--- src/rtl/key_debounce_pulse_pkg.sv ---
// Shared definitions for the key debouncer: FSM state encoding and
// constant helpers used to size the debounce counter.
package key_debounce_pulse_pkg;

    localparam logic [1:0] ST_RELEASED     = 2'd0;
    localparam logic [1:0] ST_PRESS_WAIT   = 2'd1;
    localparam logic [1:0] ST_PRESSED      = 2'd2;
    localparam logic [1:0] ST_RELEASE_WAIT = 2'd3;

    // Ceiling log2; callers pass N+1 so the result is never 0.
    function automatic int clog2(input int value);
        int v;
        int w;
        v = value - 1;
        w = 0;
        while (v > 0) begin
            w = w + 1;
            v = v >> 1;
        end
        return w;
    endfunction

    function automatic int debounce_cycles(input int clk_freq, input int debounce_ms);
        return clk_freq / 1000 * debounce_ms;
    endfunction

endpackage

--- src/rtl/key_debounce_pulse_sync_2ff.sv ---
// Two-flop synchronizer for an asynchronous input pin; both flops reset to
// RST_VAL so the output reads the idle level right after reset.
module sync_2ff #(
    parameter logic RST_VAL = 1'b0
) (
    input  logic i_clk,
    input  logic i_rst,
    input  logic i_d,
    output logic o_q
);

    logic r_meta;
    logic r_sync;

    always_ff @(posedge i_clk) begin
        if (i_rst) begin
            r_meta <= RST_VAL;
            r_sync <= RST_VAL;
        end else begin
            r_meta <= i_d;
            r_sync <= r_meta;
        end
    end

    assign o_q = r_sync;

endmodule

--- src/rtl/key_debounce_pulse.sv ---
// Push-button debouncer: synchronizes the raw pin, requires N stable cycles
// before changing the debounced level, and emits one-cycle press/release flags.
module key_debounce_pulse
    import key_debounce_pulse_pkg::*;
#(
    parameter int CLK_FREQ       = 50_000_000,
    parameter int DEBOUNCE_MS    = 20,
    parameter int KEY_ACTIVE_LOW = 1
) (
    input  logic       sys_clk,
    input  logic       sys_rst,
    input  logic       key_in,
    output logic       key_state,
    output logic       key_press_flag,
    output logic       key_release_flag,
    output logic [1:0] o_dbg_state
);

    localparam int             N              = debounce_cycles(CLK_FREQ, DEBOUNCE_MS);
    localparam int             CW             = clog2(N + 1);
    localparam logic [CW-1:0]  CNT_LAST       = CW'(N - 1);
    localparam logic [CW-1:0]  CNT_ONE        = CW'(1);
    localparam logic           RELEASED_LEVEL = (KEY_ACTIVE_LOW != 0);

    logic          w_key_pin_sync;
    logic          w_key_sync;
    logic          w_cnt_done;

    logic [1:0]    r_state;
    logic [1:0]    w_state_nxt;
    logic [CW-1:0] r_cnt;
    logic [CW-1:0] w_cnt_nxt;

    logic          r_key_state;
    logic          w_key_state_nxt;
    logic          r_press;
    logic          w_press_nxt;
    logic          r_release;
    logic          w_release_nxt;

    sync_2ff #(
        .RST_VAL (RELEASED_LEVEL)
    ) u_sync (
        .i_clk (sys_clk),
        .i_rst (sys_rst),
        .i_d   (key_in),
        .o_q   (w_key_pin_sync)
    );

    // XOR with the idle pin level yields 1 = pressed for either polarity.
    assign w_key_sync = w_key_pin_sync ^ RELEASED_LEVEL;
    assign w_cnt_done = (r_cnt >= CNT_LAST);

    always_ff @(posedge sys_clk) begin
        if (sys_rst) begin
            r_state     <= ST_RELEASED;
            r_cnt       <= '0;
            r_key_state <= 1'b0;
            r_press     <= 1'b0;
            r_release   <= 1'b0;
        end else begin
            r_state     <= w_state_nxt;
            r_cnt       <= w_cnt_nxt;
            r_key_state <= w_key_state_nxt;
            r_press     <= w_press_nxt;
            r_release   <= w_release_nxt;
        end
    end

    always_comb begin
        w_state_nxt = r_state;
        w_cnt_nxt   = '0;
        case (r_state)
            ST_RELEASED: begin
                if (w_key_sync) begin
                    w_state_nxt = ST_PRESS_WAIT;
                    w_cnt_nxt   = CNT_ONE;
                end
            end
            ST_PRESS_WAIT: begin
                if (!w_key_sync) begin
                    w_state_nxt = ST_RELEASED;
                end else if (w_cnt_done) begin
                    w_state_nxt = ST_PRESSED;
                end else begin
                    w_cnt_nxt = r_cnt + CNT_ONE;
                end
            end
            ST_PRESSED: begin
                if (!w_key_sync) begin
                    w_state_nxt = ST_RELEASE_WAIT;
                    w_cnt_nxt   = CNT_ONE;
                end
            end
            ST_RELEASE_WAIT: begin
                if (w_key_sync) begin
                    w_state_nxt = ST_PRESSED;
                end else if (w_cnt_done) begin
                    w_state_nxt = ST_RELEASED;
                end else begin
                    w_cnt_nxt = r_cnt + CNT_ONE;
                end
            end
            default: begin
                w_state_nxt = ST_RELEASED;
            end
        endcase
    end

    // Flags are computed from the same exit conditions as the WAIT states.
    always_comb begin
        w_press_nxt     = (r_state == ST_PRESS_WAIT) && w_key_sync && w_cnt_done;
        w_release_nxt   = (r_state == ST_RELEASE_WAIT) && !w_key_sync && w_cnt_done;
        w_key_state_nxt = r_key_state;
        if (w_press_nxt) begin
            w_key_state_nxt = 1'b1;
        end else if (w_release_nxt) begin
            w_key_state_nxt = 1'b0;
        end
    end

    assign key_state        = r_key_state;
    assign key_press_flag   = r_press;
    assign key_release_flag = r_release;
    assign o_dbg_state      = r_state;

endmodule
--- config.mk ---
export PLATFORM = sky130hd
export DESIGN_NAME = key_debounce_pulse
export DESIGN_NICKNAME = d
export VERILOG_FILES = /design/src/rtl/key_debounce_pulse_pkg.sv /design/src/rtl/key_debounce_pulse_sync_2ff.sv /design/src/rtl/key_debounce_pulse.sv
export SDC_FILE = /design/constraint.sdc
export NUM_CORES = 1
export LEC_CHECK = 0
export CORE_UTILIZATION = 50
export CTS_BUF_LIST = sky130_fd_sc_hd__clkbuf_4 sky130_fd_sc_hd__clkbuf_8
export DETAILED_ROUTE_END_ITERATION = 7
export GPL_TIMING_DRIVEN = 0
export MAX_ROUTING_LAYER = met4
export PLACE_DENSITY = 0.69
export SLEW_MARGIN = 20
export SYNTH_ARGS = -nofsm -noshare
export SYNTH_HDL_FRONTEND = slang
export SYNTH_SLANG_ARGS = --single-unit
--- constraint.sdc ---
create_clock -name sys_clk -period 3.8 [get_ports sys_clk]
set_input_delay 0.76 -clock sys_clk [delete_from_list [all_inputs] [get_ports sys_clk]]
set_output_delay 0.76 -clock sys_clk [all_outputs]
set_load 0.02 [all_outputs]
==> results of run 1 <==
[cells by family after synthesis]
| kind of cell | count (synthesis) | synth area share [%] |
|---|---|---|
| XOR/XNOR | 17 | 13.0 |
| flip-flops | 27 | 47.2 |
| adder cells (fa/ha/maj) | 1 | 1.09 |
| buffers and inverters | 6 | 2.62 |
| AO/OA/AOI/OAI | 15 | 10.9 |
| AND/OR/NAND/NOR | 59 | 24.3 |
| multiplexers | 1 | 0.874 |
[area by class of cell]
type | count | area, um^2 | share of cell area (%)
multi-input cells | 93 | 574 | 44.9
well taps | 27 | 33.8 | 2.64
inverters | 5 | 18.8 | 1.47
repair buffers | 7 | 70.1 | 5.48
flip-flops and latches | 27 | 541 | 42.3
plain buffers | 1 | 11.3 | 0.881
clock buffers | 4 | 30.0 | 2.35
[power breakdown]
part / internal [mW] / switching [mW] / total [mW]
Clock: 0.0481 / 0.0807 / 0.129
Combinational: 0.00660 / 0.00568 / 0.0123
Sequential: 0.286 / 0.00225 / 0.288
[cells in the mapped netlist]
cell	instances	area [um^2]
sky130_fd_sc_hd__o31ai_1	1	7.51
sky130_fd_sc_hd__nand3_1	7	35.0
sky130_fd_sc_hd__and4_1	2	17.5
sky130_fd_sc_hd__xor2_1	10	87.6
sky130_fd_sc_hd__or2_2	3	18.8
sky130_fd_sc_hd__o21ai_0	3	15.0
sky130_fd_sc_hd__nand2b_1	1	6.26
sky130_fd_sc_hd__and3_1	2	12.5
sky130_fd_sc_hd__o211ai_4	1	21.3
sky130_fd_sc_hd__o22ai_1	1	6.26
sky130_fd_sc_hd__a211o_2	1	10.0
sky130_fd_sc_hd__nand4_1	5	31.3
sky130_fd_sc_hd__xnor2_1	7	61.3
sky130_fd_sc_hd__a21o_1	1	7.51
sky130_fd_sc_hd__a41oi_1	1	8.76
sky130_fd_sc_hd__mux2i_1	1	10.0
sky130_fd_sc_hd__inv_1	5	18.8
sky130_fd_sc_hd__a21oi_1	2	10.0
sky130_fd_sc_hd__a211oi_2	1	12.5
sky130_fd_sc_hd__nor4_1	1	6.26
sky130_fd_sc_hd__ha_1	1	12.5
sky130_fd_sc_hd__nor2_1	26	97.6
sky130_fd_sc_hd__a211oi_1	1	7.51
sky130_fd_sc_hd__nand2_1	8	30.0
sky130_fd_sc_hd__or4_1	1	7.51
sky130_fd_sc_hd__o211a_1	1	10.0
sky130_fd_sc_hd__nor3_1	3	15.0
sky130_fd_sc_hd__buf_6	1	11.3
sky130_fd_sc_hd__dfxtp_1	27	541
sky130_fd_sc_hd__o311ai_0	1	8.76
[how the worst max path moves through the flow]
stage	startpoint	end	slack, ps	depth (start not counted)
2_1_floorplan	r_cnt[0]	key_state	2000	6
3_3_place_gp	sys_rst	r_cnt[17]	1690	5
3_5_place_dp	sys_rst	r_cnt[17]	1640	5
4_1_cts	o_dbg_state[0]	o_dbg_state[0]	1640	1
5_1_grt	r_cnt[0]	flip-flop	1520	6
6_report	o_dbg_state[0]	o_dbg_state[0]	1650	1
[through the flow]
step,area [um^2],util (%),power [mW],hold slack [ps],setup WS [ps]
after floorplan,1140,-,0.300,392,2000
after global placement,1250,60.6,0.306,395,1690
after detailed placement,1250,60.6,0.307,402,1640
after CTS,1280,62.0,0.434,435,1640
after global routing,1280,62.0,0.446,468,1520
final,1280,62.0,0.429,437,1650
[flip-flops by register name, indices dropped and copies added (netlist names), named ones only]
register and cells:
key_press_flag 1, key_release_flag 1, key_state 1, o_dbg_state 1
r_cnt 20, u_sync.o_q 1, u_sync.r_meta 1
[layer usage]
metal  wire (um)  up-vias  global-route usage, %
met5           0        -                      -
met4          13        0                   6.19
met3          44        2                   3.70
met2         973       11                   31.8
met1         989      417                   21.3
li1            -      452                      -
==> qor.log, run 1 <==
[critical_path] worst reg2reg path depth 6
[synth] flip-flop and latch count after synthesis 27
[critical_path] data arrival time of the worst path 1390 ps
[floorplan] area enclosed by the die boundary 0.00249 mm^2
[final_layout] final non-filler cell total 164
[synth] count of cell types in the netlist 30
[final_layout] fillers 175
[sta] Clock Skew 1.12 ps
[critical_path] chain of cells forming the critical path clkdlybuf4s50_1
[clocking] number of levels the H-tree was split into 1
[global_routing] number of global-route vias before repair 837
[global_routing] aggregate global-route resource usage 18.5%
[flow_run] count of max-cap constraint violations 0
[global_routing] sum of overflow across all layers after global routing 0
[critical_path] Worst path max stage delay 630 ps
[clocking] clock insertion delay at the later pin of the skew report 310 ps
[critical_path] Req. time, crit path 3040 ps
[global_routing] number of antenna violations at the first check in global routing 0
[final_layout] highest-count cells in the layout ignoring fill and taps sky130_fd_sc_hd__dfxtp_1, sky130_fd_sc_hd__nor2_1, sky130_fd_sc_hd__xor2_1
[synth] post-synthesis net count 130
[drt] total number of vias 882
[sta] transition time of the tightest slew-check pin 894 ps
[hold_path] Hold Path Sink u_sync.o_q
[power_and_ir_drop] total power per unit cell area 336 mW/mm^2
[placed_design] number of buffers inserted by port buffering 7
[sta] hold violation count in the final report 0
[outcome] outcome finished, final reports clean
[drt] total wire length 2.02 mm
[placed_design] weighted congestion reported at the end of routability-driven placement 0.738
[sta] Tmin final 2150 ps
[clocking] # Post-CTS Setup Buffers 0
[synth] synthesized area 0.00114 mm^2
[placed_design] number of placed cells counting well taps 160
[drt] vias per std cell 5.38
[drt] Wirelength per Cell 12.3 um
[floorplan] Die Span X 49.9 um
[final_layout] synth-to-layout area growth 11.7%
[final_layout] Final nets 142
[placed_design] detailed placement HPWL 1.46 mm
[clocking] cts bufs inserted 3
[clocking] number of resized instances in the post-cts repair step 0
[drt] number of nets still failing antenna checks after routing 0
[final_layout] most common cell after layout, fill and taps aside sky130_fd_sc_hd__dfxtp_1
[power_and_ir_drop] leakage 0.400 nW
[floorplan] Starting Density 55.5%
[critical_path] reg-to-reg critical path startpoint r_cnt[0]
[sta] final setup fails 0
[critical_path] slack of the worst reg-to-reg path 1690 ps
[critical_path] type of origin of the critical path flip-flop
[final_layout] Antenna Cells 0
[drt] DRC violation total after the first TritonRoute iteration 9
[synth] part of the Yosys area used for sequential elements 47.2%
[sta] final worst path period share 56.6%
[global_routing] first-pass GRT wire length 3.41 mm
[critical_path] worst-path maximum fanout 4
[critical_path] cell at the slowest stage of the critical path sky130_fd_sc_hd__clkdlybuf4s50_1
[sta] max-slew headroom at the worst pin 39.8%
[hold_path] number of instances on the worst hold path 1
[drt] first-pass detailed-route iteration total 4
[floorplan] number of top-level pins 8
[floorplan] Placement Rows 16
[sta] unrepaired setup endpoints after global routing false
[critical_path] start-to-end type of the worst setup path reg -> out
[critical_path] worst path buffer plus inverter count 1
[clocking] Longest Clk Path Bufs 2
[floorplan] die height 49.9 um
[drt] drt drc 0
[clocking] CTS clock-pin slew for the worst setup and hold paths 140 ps
[hold_path] start point of the worst min-delay path u_sync.r_meta
[synth] number of synthesis warnings 0
[synth] Avg Inst Size Synth 9.09 um^2
[synth] Post-Syn Instances 126
[sta] upper clock frequency limit 465 MHz
[global_routing] largest net degree at the start of global routing 15
[sta] setup tns final 0 ps
[critical_path] reg-to-reg critical path endpoint key_state
[floorplan] core box area 0.00206 mm^2
[critical_path] endpoint type of the worst setup path output port
[clocking] cell at the root of the clock tree sky130_fd_sc_hd__clkbuf_4
[clocking] Post-CTS Hold Fix Bufs 0
[hold_path] HP Class reg -> reg
[clocking] total number of clock tree sinks 27
[sta] fin. max-slew vios 0
[final_layout] ratio of cells with drive above 1 in the final layout 8.03%
[power_and_ir_drop] maximum vdd drop 0.238 mV
[clocking] TritonCTS clock tree done
[critical_path] dominant delay contributor by cell family on the critical path buffers and inverters
Power figures use the tool's default switching activity.
==> run 2, diff against run 1 <==
--- a/config.mk
+++ b/config.mk
@@ -10,7 +10,7 @@
 export DETAILED_ROUTE_END_ITERATION = 7
 export GPL_TIMING_DRIVEN = 0
 export MAX_ROUTING_LAYER = met4
-export PLACE_DENSITY = 0.69
+export PLACE_DENSITY = 0.72
 export SLEW_MARGIN = 20
 export SYNTH_ARGS = -nofsm -noshare
 export SYNTH_HDL_FRONTEND = slang
==> constraint.sdc (replaced) <==
create_clock -name sys_clk -period 1.95 [get_ports sys_clk]
set_input_delay 0.39 -clock sys_clk [delete_from_list [all_inputs] [get_ports sys_clk]]
set_output_delay 0.39 -clock sys_clk [all_outputs]
set_load 0.02 [all_outputs]
==> run 2 against run 1 <==
  * Hold slack improved by 1.3 ps
  * Sequential power increased by 95%
  * Clock-buffer cell count did not move
  * Setup slack worse by 1600 ps
  * Cell area rose by 4.1%
  * Die area did not move
  * Critical path depth grew 5
  * Sequential share of layout area shrank 1.5 points
  * Largest cell class unchanged
==> qor.log, run 2 (synthesis results as in run 1) <==
[clocking] TritonCTS clock tree done
[sta] unrepaired setup endpoints after global routing false
[sta] upper clock frequency limit 540 MHz
[placed_design] number of buffers inserted by port buffering 7 [unchanged]
[clocking] CTS clock-pin slew for the worst setup and hold paths 140 ps [about the same]
[drt] drt drc 0 [unchanged]
[final_layout] Antenna Cells 0 [unchanged]
[floorplan] Die Span X 49.9 um [unchanged]
[critical_path] data arrival time of the worst path 2130 ps [+740 ps]
[power_and_ir_drop] leakage 0.410 nW [+2.6%]
[power_and_ir_drop] Internal 0.665 mW [+95%]
[drt] wire length on met1 1.03 mm [+4.4%]
[sta] final worst path period share 95.0%
[power_and_ir_drop] total power 0.843 mW [+96%]
[sta] hold violation count in the final report 0 [unchanged]
[placed_design] weighted congestion reported at the end of routability-driven placement 0.748 [+1.4%]
[final_layout] most common cell after layout, fill and taps aside sky130_fd_sc_hd__nor2_1
[critical_path] endpoint type of the worst setup path flip-flop
[sta] fin. max-slew vios 0 [unchanged]
[clocking] clock insertion delay at the later pin of the skew report 330 ps [+20 ps]
[final_layout] synth-to-layout area growth 16.3%
[drt] vias per std cell 5.45 [+1.3%]
[floorplan] number of top-level pins 8 [unchanged]
[critical_path] type of origin of the critical path flip-flop
[clocking] cts bufs inserted 3 [unchanged]
[sta] max-slew headroom at the worst pin 59.0% [+19 points]
[clocking] total number of clock tree sinks 27 [unchanged]
[power_and_ir_drop] maximum vdd drop 0.407 mV [+71%]
[global_routing] sum of overflow across all layers after global routing 0 [unchanged]
[hold_path] HP Class reg -> reg
[hold_path] start point of the worst min-delay path u_sync.r_meta
[drt] met2 WL post-DR 958 um [-1.5%]
[floorplan] die height 49.9 um [unchanged]
[critical_path] worst reg2reg path depth 6 [unchanged]
[global_routing] number of antenna violations at the first check in global routing 0 [unchanged]
[floorplan] Starting Density 55.5% [unchanged]
[sta] Fin Hold WS 438 ps [+1.28 ps]
[hold_path] Hold Path Sink u_sync.o_q
[drt] Wirelength per Cell 12.6 um [+2.4%]
[sta] Clock Skew 8.35 ps [+7.23 ps]
[sta] final setup fails 0 [unchanged]
[drt] first-pass detailed-route iteration total 4 [unchanged]
[flow_run] count of max-cap constraint violations 0 [unchanged]
[critical_path] dominant delay contributor by cell family on the critical path simple AND/OR/NAND/NOR gates
[global_routing] aggregate global-route resource usage 19.9% [+1.5 points]
[hold_path] number of instances on the worst hold path 1 [unchanged]
[critical_path] reg-to-reg critical path startpoint r_cnt[11]
[power_and_ir_drop] net switching fraction of the power 21.1% [+0.50 points]
[clocking] Longest Clk Path Bufs 2 [unchanged]
[final_layout] fillers 173 [-1.1%]
[final_layout] highest-count cells in the layout ignoring fill and taps sky130_fd_sc_hd__nor2_1, sky130_fd_sc_hd__dfxtp_1, sky130_fd_sc_hd__xor2_1
[power_and_ir_drop] total power per unit cell area 633 mW/mm^2 [+89%]
[drt] total number of vias 904 [+2.5%]
[placed_design] number of placed cells counting well taps 160 [unchanged]
[final_layout] final non-filler cell total 166 [+1.2%]
[placed_design] detailed placement HPWL 1.44 mm [-1.4%]
[floorplan] Placement Rows 16 [unchanged]
[drt] number of nets still failing antenna checks after routing 0 [unchanged]
[clocking] number of levels the H-tree was split into 1 [unchanged]
[power_and_ir_drop] part of the total power dissipated in sequential elements 66.6% [-0.5 points]
[final_layout] total area of sequential cells 543 um^2 [+0.46%]
[floorplan] core box area 0.00206 mm^2 [unchanged]
[outcome] outcome finished, final reports clean
[final_layout] Final nets 144 [+1.4%]
[final_layout] max reg flops 20 [unchanged]
[global_routing] number of global-route vias before repair 818 [-2.3%]
[critical_path] start-to-end type of the worst setup path reg -> reg
[global_routing] first-pass GRT wire length 3.54 mm [+3.8%]
[sta] Tmin final 1850 ps
[drt] sum of met3 wire segment lengths after detailed routing 56 um [+27%]
[final_layout] multi-input logic area 609 um^2 [+6.1%]
[clocking] cell at the root of the clock tree sky130_fd_sc_hd__clkbuf_4
[drt] DRC violation total after the first TritonRoute iteration 11 [+2]
[power_and_ir_drop] sw power 0.178 mW [+100%]
[critical_path] chain of cells forming the critical path or4_4 > a211oi_4 > o211a_1 > o211ai_4 > buf_6 > nor2_1
[critical_path] Worst path max stage delay 550 ps [-80 ps]
[power_and_ir_drop] combinational cell fraction of total power 2.9% [about the same]
[final_layout] final design utilization 64.6% [+2.5 points]
[critical_path] worst path buffer plus inverter count 1 [unchanged]
[final_layout] register bank with the most flops r_cnt
[critical_path] Req. time, crit path 2230 ps [-810 ps]
[critical_path] reg-to-reg critical path endpoint r_cnt[3]
[final_layout] ratio of cells with drive above 1 in the final layout 14.4% [+6.4 points]
[critical_path] slack of the worst reg-to-reg path 100 ps [-1590 ps]
[floorplan] area enclosed by the die boundary 0.00249 mm^2 [unchanged]
[power_and_ir_drop] relative contribution of the clock network to total power 30.5% [+0.5 points]
[drt] total wire length 2.09 mm [+3.7%]
[sta] transition time of the tightest slew-check pin 610 ps [-284 ps]
[drt] top layer used by detailed routing met4
[critical_path] cell at the slowest stage of the critical path sky130_fd_sc_hd__or4_4
[critical_path] worst-path maximum fanout 10 [+6]
[global_routing] largest net degree at the start of global routing 15 [unchanged]
run 2: routing by layer:
metal | up-vias | GRT usage (%)
met4 | 0 | 10.0
met5 | - | -
met2 | 15 | 30.9
met3 | 5 | 3.70
met1 | 422 | 24.8
li1 | 462 | -
run 2: worst max path at each step:
stage                          from        end  slack [ps]  cells past startpoint
after CTS                  r_cnt[2]  r_cnt[13]           9                      5
final                     r_cnt[11]   r_cnt[3]         100                      6
after detailed placement   r_cnt[0]  key_state        -110                      6
after global routing      r_cnt[11]   r_cnt[3]          10                      6
after global placement     r_cnt[0]  key_state         -60                      6
after floorplan            r_cnt[0]  key_state         150                      6
run 2: cell type report:
cell class	instances	share of cell area, %
well taps	27	2.54
multi-input cells	93	45.8
inverters	5	1.41
repair buffers	9	6.39
plain buffers	1	0.846
flip-flops and latches	27	40.8
clock buffers	4	2.26
run 2: worst reg2reg max path: stages, from the launching register on:
cell                       delay [ps]
sky130_fd_sc_hd__dfxtp_2          390
sky130_fd_sc_hd__or4_4            550
sky130_fd_sc_hd__a211oi_4         230
sky130_fd_sc_hd__o211a_1          240
sky130_fd_sc_hd__o211ai_4         110
sky130_fd_sc_hd__buf_6            170
sky130_fd_sc_hd__nor2_1           110
run 2: timing repair:
item | 4_1_cts | 5_1_grt
pin swaps | 2 | 1
resized for setup | 1 | 9
hold buffers | 0 | 0
cloned | 0 | 0
setup endpoints to repair | 13 | 21
buffers inserted | 2 | 0
run 2: power groups by stage:
stage	logic, mW	registers, mW	clock network [mW]
after detailed placement	0.0240	0.574	0
after global routing	0.0265	0.563	0.281
final	0.0241	0.562	0.257
after CTS	0.0243	0.562	0.261
after global placement	0.0234	0.573	0
after floorplan	0.00925	0.576	0
run 2: per-stage QoR:
stage,setup WS [ps],TNS (ps),area (um^2)
floorplan,149,0,1140
global route,13.7,0,1330
detailed placement,-113,-596,1250
global placement,-55.6,-90.3,1250
finish,96.7,0,1330
CTS,8.93,0,1300
